==> src/rtl/led_matrix_pkg.sv <==
`default_nettype none
// ============================================================================
// Module   : led_matrix_pkg
// Purpose  : Shared geometry constants and types for the LED matrix scanner.
// Revision : 1.0  initial release
// ============================================================================
package led_matrix_pkg;

    localparam int NUM_COLS = 5;
    localparam int NUM_ROWS = 7;
    localparam int IDX_W    = 3;
    localparam int PRESC_W  = 16;

    typedef logic [IDX_W-1:0] col_idx_t;

endpackage
`default_nettype wire

==> src/rtl/contador.sv <==
`default_nettype none
// ============================================================================
// Module   : contador
// Purpose  : Free-running prescaler plus 0..4 column index.
// Revision : 1.0  initial release
// ============================================================================
module contador
    import led_matrix_pkg::*;
#(
    parameter int SCAN_DIV = 1
)(
    input  logic     clk,
    input  logic     rst_n,
    output col_idx_t o_idx
);

    localparam logic [PRESC_W-1:0] c_PRESC_MAX = PRESC_W'(SCAN_DIV - 1);
    localparam logic [PRESC_W-1:0] c_PRESC_ONE = 1;
    localparam col_idx_t           c_LAST_COL  = col_idx_t'(NUM_COLS - 1);
    localparam col_idx_t           c_IDX_ONE   = 1;

    logic [PRESC_W-1:0] r_presc;
    col_idx_t           r_idx;
    logic               w_tick;
    col_idx_t           w_idx_next;

    assign w_tick = (r_presc == c_PRESC_MAX);

    // Anything at or past the last column (including upset values 5..7) recovers to 0.
    assign w_idx_next = (r_idx >= c_LAST_COL) ? '0 : r_idx + c_IDX_ONE;

    always_ff @(posedge clk) begin
        if (!rst_n) begin
            r_presc <= '0;
            r_idx   <= '0;
        end else begin
            r_presc <= w_tick ? '0 : r_presc + c_PRESC_ONE;
            if (w_tick) begin
                r_idx <= w_idx_next;
            end
        end
    end

    assign o_idx = r_idx;

endmodule
`default_nettype wire

==> src/rtl/demux_1x5.sv <==
`default_nettype none
// ============================================================================
// Module   : demux_1x5
// Purpose  : Column index plus enable to one-hot active-high column drives.
// Revision : 1.0  initial release
// ============================================================================
module demux_1x5
    import led_matrix_pkg::*;
(
    input  logic                i_en,
    input  col_idx_t            i_idx,
    output logic [NUM_COLS-1:0] o_cols
);

    always_comb begin
        o_cols = '0;
        if (i_en) begin
            case (i_idx)
                3'd0:    o_cols[0] = 1'b1;
                3'd1:    o_cols[1] = 1'b1;
                3'd2:    o_cols[2] = 1'b1;
                3'd3:    o_cols[3] = 1'b1;
                3'd4:    o_cols[4] = 1'b1;
                default: o_cols    = '0;
            endcase
        end
    end

endmodule
`default_nettype wire

==> src/rtl/mux_5x1.sv <==
`default_nettype none
// ============================================================================
// Module   : mux_5x1
// Purpose  : Selects one column's bitmap bit for a row; 0 for invalid index.
// Revision : 1.0  initial release
// ============================================================================
module mux_5x1
    import led_matrix_pkg::*;
(
    input  logic [NUM_COLS-1:0] i_bits,
    input  col_idx_t            i_sel,
    output logic                o_bit
);

    always_comb begin
        o_bit = 1'b0;
        case (i_sel)
            3'd0:    o_bit = i_bits[0];
            3'd1:    o_bit = i_bits[1];
            3'd2:    o_bit = i_bits[2];
            3'd3:    o_bit = i_bits[3];
            3'd4:    o_bit = i_bits[4];
            default: o_bit = 1'b0;
        endcase
    end

endmodule
`default_nettype wire

==> src/rtl/led_matrix_scan.sv <==
`default_nettype none
// ============================================================================
// Module   : led_matrix_scan
// Purpose  : 5x7 LED matrix column scanner with active-low row drives.
// Revision : 1.0  initial release
// ============================================================================
module led_matrix_scan
    import led_matrix_pkg::*;
#(
    parameter int SCAN_DIV = 1
)(
    input  logic       clock,
    input  logic       reset_n,
    input  logic       enable,
    input  logic [6:0] mapa0,
    input  logic [6:0] mapa1,
    input  logic [6:0] mapa2,
    input  logic [6:0] mapa3,
    input  logic [6:0] mapa4,
    output logic       c0,
    output logic       c1,
    output logic       c2,
    output logic       c3,
    output logic       c4,
    output logic       l0,
    output logic       l1,
    output logic       l2,
    output logic       l3,
    output logic       l4,
    output logic       l5,
    output logic       l6
);

    col_idx_t            w_idx;
    logic [NUM_COLS-1:0] w_cols;
    logic [NUM_ROWS-1:0] w_row_sel;
    logic [NUM_ROWS-1:0] w_rows_n;

    contador #(
        .SCAN_DIV (SCAN_DIV)
    ) u_contador (
        .clk   (clock),
        .rst_n (reset_n),
        .o_idx (w_idx)
    );

    demux_1x5 u_demux (
        .i_en   (enable),
        .i_idx  (w_idx),
        .o_cols (w_cols)
    );

    // Row i takes bit (6-i) of every column bitmap; bit 6 is the top row.
    generate
        for (genvar i = 0; i < NUM_ROWS; i++) begin : g_row
            logic [NUM_COLS-1:0] w_bits;
            assign w_bits = {mapa4[NUM_ROWS-1-i], mapa3[NUM_ROWS-1-i],
                             mapa2[NUM_ROWS-1-i], mapa1[NUM_ROWS-1-i],
                             mapa0[NUM_ROWS-1-i]};
            mux_5x1 u_mux (
                .i_bits (w_bits),
                .i_sel  (w_idx),
                .o_bit  (w_row_sel[i])
            );
            assign w_rows_n[i] = enable ? ~w_row_sel[i] : 1'b1;
        end
    endgenerate

    assign {c0, c1, c2, c3, c4} = {w_cols[0], w_cols[1], w_cols[2], w_cols[3], w_cols[4]};
    assign {l0, l1, l2, l3, l4, l5, l6} = {w_rows_n[0], w_rows_n[1], w_rows_n[2], w_rows_n[3],
                                           w_rows_n[4], w_rows_n[5], w_rows_n[6]};

endmodule
`default_nettype wire

==> config.mk <==
export PLATFORM = sky130hd
export DESIGN_NAME = led_matrix_scan
export DESIGN_NICKNAME = d
export VERILOG_FILES = /design/src/rtl/led_matrix_pkg.sv /design/src/rtl/contador.sv /design/src/rtl/demux_1x5.sv /design/src/rtl/mux_5x1.sv /design/src/rtl/led_matrix_scan.sv
export SDC_FILE = /design/constraint.sdc
export NUM_CORES = 1
export LEC_CHECK = 0
export CAP_MARGIN = 20
export CORE_MARGIN = 2
export CORE_UTILIZATION = 43
export CTS_CLUSTER_DIAMETER = 120
export DETAILED_ROUTE_END_ITERATION = 12
export PLACE_DENSITY = 0.8
export SLEW_MARGIN = 20
export SYNTH_ARGS = -nofsm -noshare
export SYNTH_HDL_FRONTEND = slang
export SYNTH_SLANG_ARGS = --single-unit
==> constraint.sdc <==
create_clock -name clock -period 1.8 [get_ports clock]
set_input_delay 0.18 -clock clock [delete_from_list [all_inputs] [get_ports clock]]
set_output_delay 0.18 -clock clock [all_outputs]
set_load 0.1 [all_outputs]
== After elaboration in Yosys (flattened, before gate mapping) ==
Cells that the tools add are included.

* Logic and storage cells: 41
* Flip-flop bits (word level): 19
* Output and inout bits: 12

* Bitwise operators: 8
* Equality and inequality tests: 4
* Add/subtract/negate cells: 2
* Reduce and logical (&&, ||, !) cells: 3
* Magnitude comparators: 1
* Muxes and demuxes: 21

{| class="wikitable"
|+ Operators with widths
! kind !! count
|-
| 1-bit case mux with 5 select lines || 7
|-
| 16-bit by 1-bit adder with 16-bit output (second input constant) || 1
|-
| 16-bit logical NOT || 1
|-
| 1-bit 2-to-1 mux || 12
|-
| 1-bit inverter || 8
|-
| 3-bit by 2-bit equality test with 1-bit output (second input constant) || 2
|-
| 5-bit 2-to-1 mux || 1
|-
| 3-bit by 1-bit adder with 3-bit output (second input constant) || 1
|-
| 3-bit by 1-bit equality test with 1-bit output (second input constant) || 1
|-
| 3-bit equality test (second input constant) || 1
|-
| 3-bit greater-or-equal comparator (second input constant) || 1
|-
| 3-bit logical NOT || 1
|-
| 3-bit 2-to-1 mux || 1
|-
| 2-bit OR reduction || 1
|}

== Depth between registers and ports, before layout ==
* Depth in word-level cells: 4
* Mapped depth: 7
* Mapped depth without buffers: 6

== Modules after synthesis ==
Synthesis repeated with hierarchy kept, for this count alone.

* Cell total of the unflattened synthesis: 153
* Area total of the unflattened synthesis: 1361.3 µm²

{| class="wikitable"
|+ By module, submodules not included
! module !! sequential area each (µm²) !! instances !! cells each !! area an instance (µm²)
|-
| contador || 380.4 || 1 || 99 || 903.4
|-
| mux_5x1 || 0.0 || 7 || 6 || 52.6
|-
| demux_1x5 || 0.0 || 1 || 5 || 63.8
|-
| led_matrix_scan || 0.0 || 1 || 7 || 26.3
|}

== Worst setup path after synthesis ==
Ideal clock, no wire load.

* Path type: reg2out
* Start: register u_contador.r_idx[0] (netlist: u_contador.o_idx[0])
* End: output port l0
* Slack: -0.406 ns
* Cell stages (with the launch flop): 7
* Required time: 1.620 ns
* Arrival: 2.026 ns
* Path buffers: 1
* Cell sequence: dfxtp_1 inv_1 ha_1 nor2b_1 clkbuf_1 o41a_1 nand2_1

* Longest elaborated chain between the ends: 4

{| class="wikitable"
|+ Ends and longest elaborated chain
! item !! line !! text
|-
| start, declared || contador.sv:23 || <nowiki>col_idx_t r_idx;</nowiki>
|-
| start signal, assigned || contador.sv:39 || <nowiki>r_idx <= w_idx_next;</nowiki>
|-
| 3-bit equality test, or another cell as far along || mux_5x1.sv:17 || <nowiki>case (i_sel)</nowiki>
|-
| 1-bit case mux with 5 select lines * || mux_5x1.sv:17 ||
|-
| 1-bit inverter * || led_matrix_scan.sv:65 || <nowiki>assign w_rows_n[i] = enable ? ~w_row_sel[i] : 1'b1;</nowiki>
|-
| 1-bit 2-to-1 mux * || led_matrix_scan.sv:65 ||
|-
| end, declared || led_matrix_scan.sv:25 || <nowiki>output logic l0,</nowiki>
|}

Every way passes the cells marked *; elsewhere a longest branch is shown, timed or not.

== Final worst setup path ==
* Start: register u_contador.r_idx[1] (netlist: u_contador.o_idx[1])
* End: output port l6

* Longest elaborated chain between the ends: 4

{| class="wikitable"
|+ Ends and longest elaborated chain
! item !! line !! text
|-
| 3-bit equality test, or another cell as far along || mux_5x1.sv:17 ||
|-
| 1-bit case mux with 5 select lines * || mux_5x1.sv:17 ||
|-
| 1-bit inverter * || led_matrix_scan.sv:65 ||
|-
| 1-bit 2-to-1 mux * || led_matrix_scan.sv:65 ||
|-
| end, declared || led_matrix_scan.sv:31 || <nowiki>output logic l6</nowiki>
|}

Marked as above.

==> results.json <==
{
  "top_layer": "met4",
  "drt_iter0_markers": 56,
  "crit_type": "register to primary output",
  "worstPathCellList": "buf_6, ha_4, nor2b_4, o41a_4, buf_12, nand2_8, buf_12",
  "drc_errors": 0,
  "wl_met1_um": 1529,
  "core-area_um2": 2734,
  "avgRoutedWirePerCell_um": 16.49,
  "drv_slew": 0,
  "ff_latch_area_um2": 389.1,
  "antenna_left": 0,
  "clock_skew_ps": 1.855,
  "antenna_found_initial": 0,
  "cp.arrival_ps": 1930,
  "drive_above_1_share_pct": 35.07,
  "post-route-min-period_ps": 2109,
  "n_antenna_cell": 0,
  "setup_ws_ps": -308.8,
  "clk_latency_ps": 310,
  "clockPowerShare_pct": 15.3,
  "cts_tree": "done",
  "ios": 50,
  "start_util_pct": 44.81,
  "portBuffers": 49,
  "min_path_type": "register to register",
  "slew_headroom_pct": 77.62,
  "route.met2.wl_um": 2214,
  "fin_util_pct": 83.98,
  "status": "complete, but fails checks",
  "wl_met3_um": 169,
  "multiInputGateArea_um2": 1071,
  "irDropWorstVdd_v": 0.0005788,
  "synth.distinct_cells": 34,
  "vias_per_cell": 5.595,
  "p_sw_mw": 0.5605,
  "violations": "setup timing",
  "synth_nets": 197,
  "path_common_cell": "buf_12",
  "power_switching_share_pct": 39.34,
  "crit_family": "buffers and inverters",
  "power_density_nw_per_um2": 620.5,
  "final-setup-viol-count": 9,
  "syn_inst": 153,
  "fp.dieH_um": 57.37,
  "ys_seq_area_share_pct": 31.05,
  "grt_usage_pct": 24.84,
  "post-place-ws_ps": -219.4,
  "numClockSinks": 19,
  "hold_buffers": 0,
  "p_comb_share_pct": 53.9,
  "p_int_mw": 0.8641,
  "grt_max_degree": 16,
  "die_area_um2": 3291,
  "path_clk_slew_ps": 100,
  "post-route-cell-area_um2": 2296,
  "gp_congestion": 0.8097,
  "power_frac_seq_pct": 30.7,
  "total_power_mw": 1.425,
  "first_pass_iters": 4,
  "rsz0062_at_grt": "true",
  "slowest_stage": "o41a_4",
  "final_nets": 256,
  "whs_ps": 490.3,
  "nFillCells": 156,
  "critPathBufInv": 3,
  "die_w_um": 57.37,
  "fmax_mhz": 474.2,
  "required_ps": 1620,
  "max_stage_delay_ps": 460,
  "ys_warn_count": 0,
  "first_global_vias": 1418,
  "place_area_um2": 2071,
  "worstSetupEndpointType": "primary output",
  "vias": 1354,
  "crit_path_start_kind": "register",
  "cts_root_buf": "clkbuf_4",
  "cp_max_fo": 4,
  "grt_pass1_wl_um": 6430,
  "netlist_area_um2": 1225,
  "maxCapViolations": 0,
  "worstMarginPinSlew_ps": 335.2,
  "finalHoldViolations": 0,
  "finalCritPeriodShare_pct": 117.2,
  "area_growth_syn_to_layout_pct": 87.44,
  "h-tree-depth": 1,
  "overflow": 0,
  "syn_area_per_cell_um2": 8.006,
  "rows": 19,
  "ys_ff_latch": 19,
  "p_leak_nw": 0.8104,
  "wl_um": 3991,
  "cts_inserted_buffers": 3,
  "dp_hpwl_um": 2939,
  "clockBufferDepth": 2
}
==> layout by cell type (no fill, tap or decap), types with 2 or more instances in the layout <==
cell type / Yosys / layout
nand2_1: 22 / 15
nor4_1: 3 / 3
nand3_2: 0 / 7
inv_1: 5 / 3
buf_6: 1 / 3
nand4_1: 5 / 5
ha_1: 6 / 2
nor2b_1: 5 / 2
or3_1: 2 / 2
xnor2_1: 8 / 8
and2_4: 0 / 3
a22oi_1: 14 / 4
dfxtp_4: 0 / 2
buf_4: 0 / 6
clkbuf_4: 0 / 3
nand3_1: 12 / 5
xor2_1: 5 / 5
a22oi_2: 0 / 10
buf_12: 0 / 15
dfxtp_1: 19 / 16
nor2_1: 15 / 15
nand2_8: 0 / 7
nor3_1: 4 / 4
ha_4: 0 / 3
clkdlybuf4s50_1: 0 / 37
nor2b_4: 0 / 3
==> cell type report <==
class | instances | share of cell area, %
Clock buffer | 4 | 1.144
Inverter | 5 | 0.9264
Multi-Input combinational cell | 122 | 46.65
Sequential cell | 19 | 16.95
Tap cell | 31 | 1.689
Timing Repair Buffer | 61 | 32.64
==> state kept, by name, summed over array words and instances, names as in the netlist <==
name,flops
u_contador.r_presc,16
u_contador.o_idx,3
==> timing repair <==
action	CTS	global route
gates cloned	0	0
resized for setup	27	15
setup buffers	1	3
pin swaps	15	12
hold endpoints to repair	0	0
endpoints found under the setup margin	10	12
==> power groups by stage <==
stage / Clock (mW) / Combinational [mW] / Sequential [mW]
6_report: 0.218 / 0.769 / 0.438
5_1_grt: 0.245 / 0.796 / 0.439
4_1_cts: 0.227 / 0.718 / 0.436
3_5_place_dp: 0 / 0.678 / 0.442
3_3_place_gp: 0 / 0.668 / 0.441
2_1_floorplan: 0 / 0.399 / 0.442
==> final timing paths <==
check                           slack [ps]                                to                              from  cells past startpoint
worst max-delay path                  -310                                l6  u_contador.o_idx[1]$_SDFFE_PN0N_                      7
worst max register to register         180  u_contador.o_idx[1]$_SDFFE_PN0N_  u_contador.r_presc[0]$_SDFF_PP0_                      6
worst min-delay path                   490  u_contador.r_presc[0]$_SDFF_PP0_  u_contador.r_presc[0]$_SDFF_PP0_                      1
worst min register to register         490  u_contador.r_presc[0]$_SDFF_PP0_  u_contador.r_presc[0]$_SDFF_PP0_                      1
==> cell usage after synthesis <==
library cell	n	area (um2)
nand3_1	12	60.06
nor4_2	1	12.51
or2_1	1	6.260
inv_1	5	18.77
and3_1	1	6.260
nor4b_2	1	15.01
ha_1	6	75.07
o21ai_0	1	5.000
xnor2_1	8	70.07
nor3_1	4	20.02
a21oi_1	1	5.000
buf_2	1	5.000
and2_1	5	31.28
or3_1	2	12.51
mux2i_1	1	10.01
or3b_1	1	8.760
and3_2	1	7.510
buf_6	1	11.26
nand4_1	5	31.28
dfxtp_1	19	380.4
a21boi_1	1	7.510
and4_2	1	10.01
nor2b_1	5	31.28
o41a_1	1	11.26
nor4_4	1	21.27
xor2_1	5	43.79
a22oi_1	14	105.1
or2_0	1	6.260
clkbuf_1	5	18.77
nor4_1	3	18.77
a21boi_0	1	7.510
nand2_1	22	82.58
nor2_1	15	56.30
nand4_2	1	12.51
==> kinds of logic (layout without fill, tap and decap cells) <==
family,Yosys count,in the layout,synth area share (%)
muxes,1,1,0.8172
xor gates and xnor gates,13,13,9.295
AOI/OAI and AO/OA,19,19,11.54
and+or+nand+nor,83,83,36.77
adders and majority gates,6,6,6.129
DFF,19,19,31.05
buffers and inverters,12,70,4.392
==> through the flow <==
stage	TNS, ps	std cells
after floorplan	-639.0	153
after global placement	-631.8	236
after detailed placement	-1485	236
after CTS	-2418	240
after global routing	-2766	242
final	-2282	242
==> metal layers <==
layer	vias to the layer above	track usage, %
met2	39	47.73
li1	654	-
met4	0	10.30
met1	653	26.79
met5	-	0
met3	8	3.175
(Power assumes the default switching activity.)
